--- config.mk ---
export PLATFORM = sky130hd
export DESIGN_NAME = mmcm_drp_reconfig_ctrl
export DESIGN_NICKNAME = d
export VERILOG_FILES = /design/src/rtl/mmcm_drp_pkg.sv /design/src/rtl/mmcm_lock_sync.sv /design/src/rtl/mmcm_drp_reconfig_ctrl.sv
export SDC_FILE = /design/constraint.sdc
export NUM_CORES = 1
export LEC_CHECK = 0
export BUFFER_PORTS_ARGS = -buffer_cell sky130_fd_sc_hd__buf_2
export CAP_MARGIN = 20
export CORE_AREA = 2 2 68 70
export CTS_CLUSTER_SIZE = 40
export DETAILED_ROUTE_END_ITERATION = 10
export DIE_AREA = 0 0 70 72
export PLACE_DENSITY = 0.69
export SLEW_MARGIN = 40
export SYNTH_ARGS = -nofsm -noshare
export SYNTH_HDL_FRONTEND = slang
export SYNTH_SLANG_ARGS = --single-unit
--- constraint.sdc ---
create_clock -name clk_i -period 4.6 [get_ports clk_i]
set_input_delay 0.46 -clock clk_i [delete_from_list [all_inputs] [get_ports clk_i]]
set_output_delay 0.46 -clock clk_i [all_outputs]
set_load 0.1 [all_outputs]
--- src/rtl/mmcm_drp_pkg.sv ---
// mmcm_drp_pkg: FSM states, DRP register map, ClkReg field positions, divide limits and field packing helpers
package mmcm_drp_pkg;
  typedef enum logic [3:0] {
    IDLE, RST_ON, RD1, WT_RD1, WR1, WT_WR1, RD2, WT_RD2, WR2, WT_WR2, RST_OFF, WT_LOCK, DONE
  } state_e;
  localparam logic [6:0] CLK_REG1_ADDR = 7'h08;
  localparam logic [6:0] CLK_REG2_ADDR = 7'h09;
  localparam int FIELD_W = 6;
  localparam int HIGH_LSB = 6;
  localparam int LOW_LSB = 0;
  localparam int EDGE_BIT = 7;
  localparam int NOCOUNT_BIT = 6;
  localparam int DIV_MIN = 1;
  localparam int DIV_MAX = 128;
  function automatic logic [15:0] clk_reg1(input logic [15:0] rd, input logic [7:0] div);
    logic [7:0] high;
    logic [7:0] low;
    logic [15:0] r;
    high = div >> 1;
    low = div - high;
    r = rd;
    r[HIGH_LSB +: FIELD_W] = high[FIELD_W-1:0];
    r[LOW_LSB +: FIELD_W] = low[FIELD_W-1:0];
    return r;
  endfunction
  function automatic logic [15:0] clk_reg2(input logic [15:0] rd, input logic [7:0] div);
    logic [15:0] r;
    r = rd;
    r[EDGE_BIT] = div[0];
    r[NOCOUNT_BIT] = div == 8'd1;
    return r;
  endfunction
endpackage

--- src/rtl/mmcm_lock_sync.sv ---
// mmcm_lock_sync: two-flop synchronizer for the asynchronous MMCM LOCKED signal, clears to 0 on rst
module mmcm_lock_sync (
  input  logic clk,
  input  logic rst,
  input  logic locked,
  output logic locked_sync
);
  logic meta;
  always_ff @(posedge clk)
    if (rst) {locked_sync, meta} <= 2'b00;
    else {locked_sync, meta} <= {meta, locked};
endmodule

--- src/rtl/mmcm_drp_reconfig_ctrl.sv ---
// mmcm_drp_reconfig_ctrl: MMCM CLKOUT0 divide reconfiguration via DRP read-modify-write with reset/lock sequencing; define MMCM_DRP_TIMEOUT_EN for DRP/lock wait timeouts
module mmcm_drp_reconfig_ctrl
  import mmcm_drp_pkg::*;
#(
  parameter int DrpTimeoutCycles = 255,
  parameter int LockTimeoutCycles = 65535
) (
  input  logic        clk_i,
  input  logic        rst_i,
  input  logic        req_valid_i,
  input  logic [7:0]  req_div_i,
  output logic        req_ready_o,
  output logic        resp_valid_o,
  output logic        resp_err_o,
  output logic [6:0]  drp_daddr_o,
  output logic [15:0] drp_di_o,
  input  logic [15:0] drp_do_i,
  output logic        drp_den_o,
  output logic        drp_dwe_o,
  input  logic        drp_drdy_i,
  output logic        mmcm_rst_o,
  input  logic        mmcm_locked_i,
  output logic        clk_en_o
);
  if (DrpTimeoutCycles < 1 || LockTimeoutCycles < 1) begin : g_param_check
    $error("timeout parameters must be at least 1");
  end
  state_e state, state_nxt;
  logic [7:0] div_q;
  logic [15:0] rd_q;
  logic err_q, err_nxt;
  logic locked_sync, ack, tmo, div_ok, in_wt;
  mmcm_lock_sync u_lock_sync (
    .clk(clk_i),
    .rst(rst_i),
    .locked(mmcm_locked_i),
    .locked_sync(locked_sync)
  );
  assign div_ok = req_div_i >= 8'(DIV_MIN) && req_div_i <= 8'(DIV_MAX);
  assign in_wt = state inside {WT_RD1, WT_WR1, WT_RD2, WT_WR2, WT_LOCK};
  assign ack = state == WT_LOCK ? locked_sync : drp_drdy_i;
`ifdef MMCM_DRP_TIMEOUT_EN
  localparam int CntMax = DrpTimeoutCycles > LockTimeoutCycles ? DrpTimeoutCycles : LockTimeoutCycles;
  localparam int CntW = $clog2(CntMax + 1);
  logic [CntW-1:0] wait_cnt;
  always_ff @(posedge clk_i)
    if (rst_i || !in_wt) wait_cnt <= '0;
    else wait_cnt <= wait_cnt + 1'b1;
  assign tmo = in_wt && (state == WT_LOCK ? wait_cnt == CntW'(LockTimeoutCycles - 1)
                                          : wait_cnt == CntW'(DrpTimeoutCycles - 1));
`else
  assign tmo = 1'b0;
`endif
  always_comb begin
    state_nxt = state;
    err_nxt = err_q;
    case (state)
      IDLE: if (req_valid_i) begin
        state_nxt = div_ok ? RST_ON : DONE;
        err_nxt = !div_ok;
      end
      RST_ON: state_nxt = RD1;
      RD1: state_nxt = WT_RD1;
      WR1: state_nxt = WT_WR1;
      RD2: state_nxt = WT_RD2;
      WR2: state_nxt = WT_WR2;
      RST_OFF: state_nxt = WT_LOCK;
      WT_RD1: if (ack) state_nxt = WR1;
      WT_WR1: if (ack) state_nxt = RD2;
      WT_RD2: if (ack) state_nxt = WR2;
      WT_WR2: if (ack) state_nxt = RST_OFF;
      WT_LOCK: if (ack) state_nxt = DONE;
      default: state_nxt = IDLE;
    endcase
    if (tmo && !ack) begin
      state_nxt = DONE;
      err_nxt = 1'b1;
    end
  end
  always_ff @(posedge clk_i)
    if (rst_i) begin
      state <= IDLE;
      err_q <= 1'b0;
      div_q <= '0;
      rd_q <= '0;
    end else begin
      state <= state_nxt;
      err_q <= err_nxt;
      if (state == IDLE && req_valid_i) div_q <= req_div_i;
      if ((state == WT_RD1 || state == WT_RD2) && drp_drdy_i) rd_q <= drp_do_i;
    end
  assign req_ready_o = !rst_i && state == IDLE;
  assign resp_valid_o = !rst_i && state == DONE;
  assign resp_err_o = resp_valid_o && err_q;
  assign drp_den_o = !rst_i && state inside {RD1, WR1, RD2, WR2};
  assign drp_dwe_o = !rst_i && state inside {WR1, WR2};
  assign mmcm_rst_o = !rst_i && state inside {RST_ON, RD1, WT_RD1, WR1, WT_WR1, RD2, WT_RD2, WR2, WT_WR2};
  assign clk_en_o = rst_i || state inside {IDLE, DONE};
  assign drp_daddr_o = rst_i ? '0
                     : state inside {RD1, WT_RD1, WR1, WT_WR1} ? CLK_REG1_ADDR
                     : state inside {RD2, WT_RD2, WR2, WT_WR2} ? CLK_REG2_ADDR : '0;
  assign drp_di_o = rst_i ? '0
                  : state inside {WR1, WT_WR1} ? clk_reg1(rd_q, div_q)
                  : state inside {WR2, WT_WR2} ? clk_reg2(rd_q, div_q) : '0;
endmodule

# [Word-level counts from Yosys, hierarchy flattened]
# Cells that the tools add are included.
[word_totals] word_cells=67 input_bits=29 register_bits=31 out_inout_bits=30
[classes] n_addsub=1 eq_ne=19 n_mux=15 reduce_logical=24 order_cmp=2
[op_table] cell="$mux W16" count=3
[op_table] cell="$pmux W4 S12" count=1
[op_table] cell="$mux W4" count=10
[op_table] cell="$eq A4 B4 Y1 const B" count=5
[op_table] cell="$eq A4 B3 Y1 const B" count=4
[op_table] cell="$ne A2 B2 Y1 const B" count=6
[op_table] cell="$reduce_bool A4 Y1" count=3
[op_table] cell="$logic_and A1 B1 Y1" count=9
[op_table] cell="$reduce_bool A9 Y1" count=1
[op_table] cell="$eq A4 B2 Y1 const B" count=2
[op_table] cell="$eq A8 B1 Y1 const B" count=1
[op_table] cell="$ge A8 B1 Y1 const B" count=1
[op_table] cell="$le A8 B8 Y1 const B" count=1
[op_table] cell="$reduce_bool A2 Y1" count=4
[op_table] cell="$reduce_and A6 Y1" count=1
[op_table] cell="$sub A6 B6 Y6" count=1
[op_table] cell="$eq A4 B1 Y1 const B" count=1
[op_table] cell="$logic_not A4 Y1" count=1
[op_table] cell="$logic_not A1 Y1" count=2
[op_table] cell="$logic_or A1 B1 Y1" count=2
[op_table] cell="$reduce_and A2 Y1" count=1
[op_table] cell="$mux W1" count=1

# [Logic depth before layout (Yosys ltp)]
# Gate-level depths: netlist of the first run.
[depth] word_depth=5 mapped_depth=8 ltp_nobuf=8

# [Cells and area by module]
# From an unflattened synthesis of the first run, not the netlist that was laid out.
[hier_totals] cells_unflattened=258 hier_area_um2=1878.1
[modules_own_cells] module="mmcm_drp_reconfig_ctrl" cells_each=254 instances=1 seq_area_each_um2=540.5 area_per_inst_um2=1825.5
[modules_own_cells] module="mmcm_lock_sync" cells_each=4 instances=1 seq_area_each_um2=40.0 area_per_inst_um2=52.6

# [Worst setup path after synthesis of the first run]
# No wires, ideal clock.
[synth_timing] path_type="register -> output" startpoint="register state[3]" endpoint="output port resp_err_o" slack_ns=-0.520 path_buffers=1 t_arrival_ns=4.660 stages_incl_launch_ff=5 required_ns=4.140 path_cell_list="dfxtp_1 > buf_2 > nand2_1 > nor4_1 > and2_1"
[synth_via] elab_chain_cells=3
[synth_lines] element="start, declared" line_no="mmcm_drp_reconfig_ctrl.sv:28" rtl="state_e state, state_nxt;"
[synth_lines] element="start signal, assigned" line_no="mmcm_drp_reconfig_ctrl.sv:87" rtl="state <= state_nxt;"
[synth_lines] element="$eq A4 B4 Y1" line_no="mmcm_drp_reconfig_ctrl.sv:93" rtl="assign resp_valid_o = !rst_i && state == DONE;"
[synth_lines] element="$logic_and A1 B1 Y1" line_no="mmcm_drp_reconfig_ctrl.sv:93"
[synth_lines] element="net resp_valid_o" line_no="mmcm_drp_reconfig_ctrl.sv:13" rtl="output logic resp_valid_o,"
[synth_lines] element="$logic_and A1 B1 Y1" line_no="mmcm_drp_reconfig_ctrl.sv:94" rtl="assign resp_err_o = resp_valid_o && err_q;"
[synth_lines] element="end, declared" line_no="mmcm_drp_reconfig_ctrl.sv:14" rtl="output logic resp_err_o,"
# The timed path passes the listed nets, and every way through them passes these cells.

# [Worst setup path after layout of the first run]
[layout_timing] startpoint="register state[2]" endpoint="output port drp_di_o[5]"
[layout_via] elab_chain_cells=5 word_cells_on_any_way=9 cone_classes="eq/ne (4); mux (3); reduce/logical (2)"
[layout_lines] element="$eq A4 B4 Y1" line_no="mmcm_drp_reconfig_ctrl.sv:104" rtl=": state inside {WR2, WT_WR2} ? clk_reg2(rd_q, div_q) : '0;"
[layout_lines] element="$reduce_bool A2 Y1" line_no="mmcm_drp_reconfig_ctrl.sv:104"
[layout_lines] element="$mux W16" line_no="mmcm_drp_reconfig_ctrl.sv:104"
[layout_lines] element="$mux W16 *" line_no="mmcm_drp_reconfig_ctrl.sv:103" rtl=": state inside {WR1, WT_WR1} ? clk_reg1(rd_q, div_q)"
[layout_lines] element="$mux W16 *" line_no="mmcm_drp_reconfig_ctrl.sv:102" rtl="assign drp_di_o = rst_i ? '0"
[layout_lines] element="end, declared" line_no="mmcm_drp_reconfig_ctrl.sv:16" rtl="output logic [15:0] drp_di_o,"
# Mark *: on every way between the ends. The rest lies on a longest branch, timed or not.

==> results of run 1 <==
[routing by layer]
metal	vias to the layer above	GRT usage, %	share of wire [%]
met5	-	0	0
met4	0	7.051	1.4
met3	7	4.306	4.7
met2	39	27.83	46
met1	768	23.16	48
li1	909	-	-
[flip-flops by register name, summed over array words and instances, names as in the netlist]
signal,count
div_q,8
rd_q,14
u_lock_sync.locked_sync,1
err_q,1
state,4
u_lock_sync.meta,1
[worst max-delay path by stage]
| stage | start | end | slack, ns | cells after the start |
|---|---|---|---|---|
| 2_1_floorplan | state[1]$_SDFFE_PP0P_ | clk_en_o | 0.33 | 3 |
| 3_3_place_gp | state[2]$_SDFFE_PP0P_ | drp_di_o[5] | 1.67 | 5 |
| 3_5_place_dp | state[2]$_SDFFE_PP0P_ | drp_di_o[5] | 1.65 | 5 |
| 4_1_cts | state[2]$_SDFFE_PP0P_ | drp_di_o[5] | 1.33 | 5 |
| 5_1_grt | state[2]$_SDFFE_PP0P_ | drp_di_o[5] | 1.14 | 5 |
| 6_report | state[2]$_SDFFE_PP0P_ | drp_di_o[5] | 1.33 | 5 |
[cells in the mapped netlist (all sizes together), types with 2 or more instances]
library cell	instances
nand2	53
a21oi	31
dfxtp	29
nand3	14
nor2	14
clkbuf	12
buf	11
inv	11
ha	8
and2	7
a22oi	6
nor2b	6
nor3	4
nor4	4
o21ai	3
xnor2	3
a211oi	2
mux2i	2
nor3b	2
o41ai	2
or4	2
[cells by family after synthesis]
group | Yosys count | synth area share, %
and+or+nand+nor | 114 | 30.94
xor gates and xnor gates | 4 | 2.302
adders and majority gates | 9 | 6.500
other | 1 | 0.2029
AOI/OAI and AO/OA | 53 | 19.30
DFF | 29 | 31.42
buffers and inverters | 34 | 8.260
muxes | 2 | 1.083
[cells in the final DEF (no fill, tap or decap), types with 3 or more instances in the layout]
master / n
a21oi_1: 31
a22oi_1: 5
and2_1: 7
buf_2: 51
clkbuf_8: 6
conb_1: 5
dfxtp_1: 29
ha_1: 8
inv_1: 11
nand2_1: 53
nand3_1: 14
nor2_1: 14
nor2b_1: 6
nor3_1: 4
o21ai_0: 3
xnor2_1: 3
[power breakdown]
part	internal, W	total [W]	switching (W)
sequential	0.000288	0.000369	0.0000810
combinational	0.000192	0.000677	0.000485
clock	0.000176	0.000274	0.0000975
[per-stage QoR]
| stage | cell area (sq um) | hold WS [ns] | setup WS (ns) | util, % |
|---|---|---|---|---|
| 2_1_floorplan | 1869 | 0.4138 | 0.3298 | - |
| 5_1_grt | 2202 | 0.4101 | 1.139 | 51.64 |
| 3_5_place_dp | 2086 | 0.4212 | 1.651 | 48.91 |
| 4_1_cts | 2202 | 0.3846 | 1.329 | 51.64 |
| 3_3_place_gp | 2086 | 0.4235 | 1.671 | 48.91 |
| 6_report | 2202 | 0.3893 | 1.325 | 51.64 |
[layout make-up]
cell class / count / area share (%)
clock inverters: 1 / 1.364
inverters: 11 / 1.875
clock buffers: 7 / 3.920
well taps: 52 / 2.955
repair buffers: 52 / 11.93
flip-flops and latches: 29 / 26.36
multi-input cells: 187 / 51.59
==> metrics.txt, run 1 <==
# resized after CTS=0; Max VDD drop=417.0 uV; Area growth, synth to finish=19.16%; Arr. time, crit path=2.81 ns; critical path data required time=4.14 ns; H-tree depth=2; hold_sp=mmcm_locked_i; CP endpoint kind=output port; top cells by area, synth=dfxtp_1 31%, nand2_1 11%, a21oi_1 8.4%, ha_1 5.4%, nand3_1 3.8%; initial antenna violation count=0; Die ar.=5040 sq um; Yosys top cell by area=dfxtp_1; Worst-Skew Late Latency=0.28 ns; Crit Path Class=reg -> out; total track usage=17.55%; share of layout cells above drive strength 1=24.39%; Non-Filler Instances=339; power per standard cell area=599.2 nW/um^2; Warnings, synthesis=0; fillcell total=424; initial core utilization=43.34%; CP peak stage delay=0.69 ns; Final min period=3.275 ns; final HPWL from detailed placement=3079 microns; worst path buffer plus inverter count=1; CTS Root Cell=clkbuf_8; Port Buffers=51; vias in the first global route=1521; Reg-to-Reg Start=state[2]$_SDFFE_PP0P_; status=completed; register area=580.6 sq um; Main synth FF type=dfxtp_1; top cell type's share of synthesized area=31.42%; Design Power=0.001320 W; final wirelength=4206 microns; clock buffer depth=2; FF-to-FF End=state[3]$_SDFFE_PP0P_; First-pass DRT Iterations=4; crit-path leading delay family=simple AND/OR/NAND/NOR gates; placed cells=331; Num Clock Sinks=29; first-pass GRT wire length=7072 microns; syn_area_per_cell=7.512 sq um; Cells after Synth=246; ys async rst share=0%; Slew @ Worst Pin=0.7724 ns; Worst path slowest cell=nor2b_1; Multi-input gate area=1136 sq um; GR Overflow Total=0; crit-path max FO=13; Clk pin slew, worst setup/hold paths=0.06 ns; Post-Route Setup TNS=0 ns; final setup violation count=0; cells on worst reg2reg path=6; Core Footprint=4264 sq um; fin. max-slew vios=0; initial DRC count=52; total clock buffers created by CTS=5; Worst setup SP type=register; f_max=0.3054 GHz; Diodes inserted=0; post-DR vias/cell=5.083; number of nets in the final layout=324; CTS tree=done; routability congestion estimate=0.8418; post-synth cell types=47; cell count of the worst hold path=2; Reg2Reg Setup Slack=2.67 ns; DRC viols=0; Final Skew=0.004826 ns; RSZ-0062 raised after global routing=no; Final Hold Fails=0; CP cell instances=nor2b_1 > o21bai_4 > or4_1 > nand3_1 > buf_2; Post-CTS Repair Setup Buffers=0; floorplan row count=24; leakage power=0.8886 nW; Hold Path End=u_lock_sync.meta$_SDFF_PP0_; fin crit share=71.19%; Seq/Total Area, Yosys=31.42%; synthesized flop and latch total=29; worst hold path type=in -> reg; relative slew slack=48.40%; Hold Buf Count CTS=0; Boundary Pins=59; Synth Cell Area=1848 sq um; via count=1723; drt wl/cell=12.41 microns; largest net degree at the start of global routing=36; Die W=70 microns; height of the die=72 microns; number of synthesized flops with an enable pin=0; Max Cap Viol=0; ANT nets after route=0
Power figures use the tool's default switching activity.
==> inputs of run 2 (changes only) <==
clock period = 3.4 ns   (was 4.6 ns; I/O delays follow)
==> run 2 against run 1 <==
- final cell count up 1.2%
- critical path depth increased by 3
- sequential power rose by 21%
- critical path type unchanged
- non-clock buffer count grew 4
- clock-buffer cell count decreased by 1
==> metrics.txt, run 2 (synthesis gave the netlist of run 1 again) <==
placed cells=335; crit-path leading delay family=simple AND/OR/NAND/NOR gates; leakage power=0.9147 nW; DRC viols=0; Boundary Pins=59; grt met3 use=5.556%; top flop regs=rd_q: 14 flops, div_q: 8 flops, state: 4 flops; ANT nets after route=0; first-pass GRT wire length=7417 microns; final HPWL from detailed placement=3228 microns; commonest cells after routing, fill and taps aside=53 x nand2_1, 51 x buf_2, 31 x a21oi_1; First-pass DRT Iterations=4; Reg-to-Reg Start=state[0]$_SDFFE_PP0P_; met1 usage=23.49%; Worst path slowest cell=or4_1; Die W=70 microns; worst path buffer plus inverter count=2; status=completed; fin crit share=88.11%; Port Buffers=51; Diodes inserted=0; Hold Buf Count CTS=0; relative slew slack=53.30%; drt wl/cell=13.21 microns; RSZ-0062 raised after global routing=no; CP Capture Point=drp_di_o[5]; fin. max-slew vios=0; Arr. time, crit path=2.66 ns; CP peak stage delay=0.48 ns; Max VDD drop=503.9 uV; total clock buffers created by CTS=5; final worst-path setup slack=0.4042 ns; commonest non-fill, non-tap cell in the layout=nand2_1; via count=1793; H-tree depth=2; Max Cap Viol=0; Final Skew=0.009310 ns; Worst setup SP type=register; floorplan row count=24; final wirelength=4530 microns; routability congestion estimate=0.8585; share of layout cells above drive strength 1=27.49%; f_max=0.3338 GHz; clock buffer depth=2; Top Usage Layer GRT=met2; Core Footprint=4264 sq um; CP endpoint kind=output port; M2 GR Usage=29.42%; Final min period=2.996 ns; height of the die=72 microns; cells on worst reg2reg path=4; Critical Path Start=div_q[2]$_SDFFE_PP0P_; Worst-Skew Late Latency=0.29 ns; worst hold path type=in -> reg; vias in the first global route=1673; Crit Path Class=reg -> out; total track usage=18.20%; CTS tree=done; initial antenna violation count=0; GR Overflow Total=0; number of nets in the final layout=328; largest net degree at the start of global routing=35; Final Hold Fails=0; initial DRC count=68; max FFs per register=14; crit-path max FO=4; post-DR vias/cell=5.227; Die ar.=5040 sq um; Num Clock Sinks=29; pre-CTS setup slack=0.7702 ns; final setup violation count=0; Reg2Reg Setup Slack=1.48 ns; critical path data required time=3.06 ns; initial core utilization=43.34%; CP Depth=8; Clk pin slew, worst setup/hold paths=0.07 ns; CTS Root Cell=clkbuf_8; CP cell instances=inv_1 > ha_1 > nor2b_1 > o311ai_1 > a21oi_1 > or4_1 > nand3_1 > buf_2; Area growth, synth to finish=22.41%; power per standard cell area=817.8 nW/um^2; FF-to-FF End=state[1]$_SDFFE_PP0P_; Post-CTS Repair Setup Buffers=0; Non-Filler Instances=343; # resized after CTS=0; Slew @ Worst Pin=0.6953 ns; fillcell total=422; Top reg by flops=rd_q
==> run 2: power by group <==
group | total, W | internal, W | switching, W
sequential | 0.000448 | 0.000389 | 0.0000582
clock | 0.000381 | 0.000238 | 0.000143
combinational | 0.00102 | 0.000284 | 0.000738
total | 0.00185 | 0.000911 | 0.000939
==> run 2: worst min-delay path by stage <==
| stage | from | end | slack, ns | cells past startpoint |
|---|---|---|---|---|
| floorplan | u_lock_sync.meta$_SDFF_PP0_ | u_lock_sync.locked_sync$_SDFF_PP0_ | 0.41 | 1 |
| CTS | mmcm_locked_i | u_lock_sync.meta$_SDFF_PP0_ | 0.26 | 2 |
| global route | mmcm_locked_i | u_lock_sync.meta$_SDFF_PP0_ | 0.27 | 2 |
| finish | mmcm_locked_i | u_lock_sync.meta$_SDFF_PP0_ | 0.26 | 2 |
| global placement | u_lock_sync.meta$_SDFF_PP0_ | u_lock_sync.locked_sync$_SDFF_PP0_ | 0.42 | 1 |
| detailed placement | u_lock_sync.meta$_SDFF_PP0_ | u_lock_sync.locked_sync$_SDFF_PP0_ | 0.43 | 1 |
==> run 2: layer usage <==
metal	up-vias	routed length (microns)
li1	913	-
met1	824	2151
met2	50	2096
met3	6	233
met4	0	49
met5	-	0
==> run 2: metrics by stage <==
| step | TNS, ns | power (W) | instance area [sq um] | utilization, % | hold WS (ns) |
|---|---|---|---|---|---|
| after floorplan | -0.3184 | 0.001297 | 1893 | - | 0.4138 |
| after global placement | 0 | 0.001450 | 2140 | 50.18 | 0.4174 |
| after detailed placement | 0 | 0.001466 | 2140 | 50.18 | 0.4292 |
| after CTS | 0 | 0.001846 | 2260 | 52.99 | 0.2627 |
| after global routing | 0 | 0.001955 | 2262 | 53.05 | 0.2697 |
| final | 0 | 0.001850 | 2262 | 53.05 | 0.2568 |
==> run 2: area by class of cell <==
class	count	area (sq um)	share of cell area, %
clock buffers	6	82.58	3.650
clock inverters	2	37.54	1.659
inverters	11	41.29	1.825
multi-input cells	187	1162	51.38
flip-flops and latches	29	580.6	25.66
well taps	52	65.06	2.876
repair buffers	56	292.8	12.94
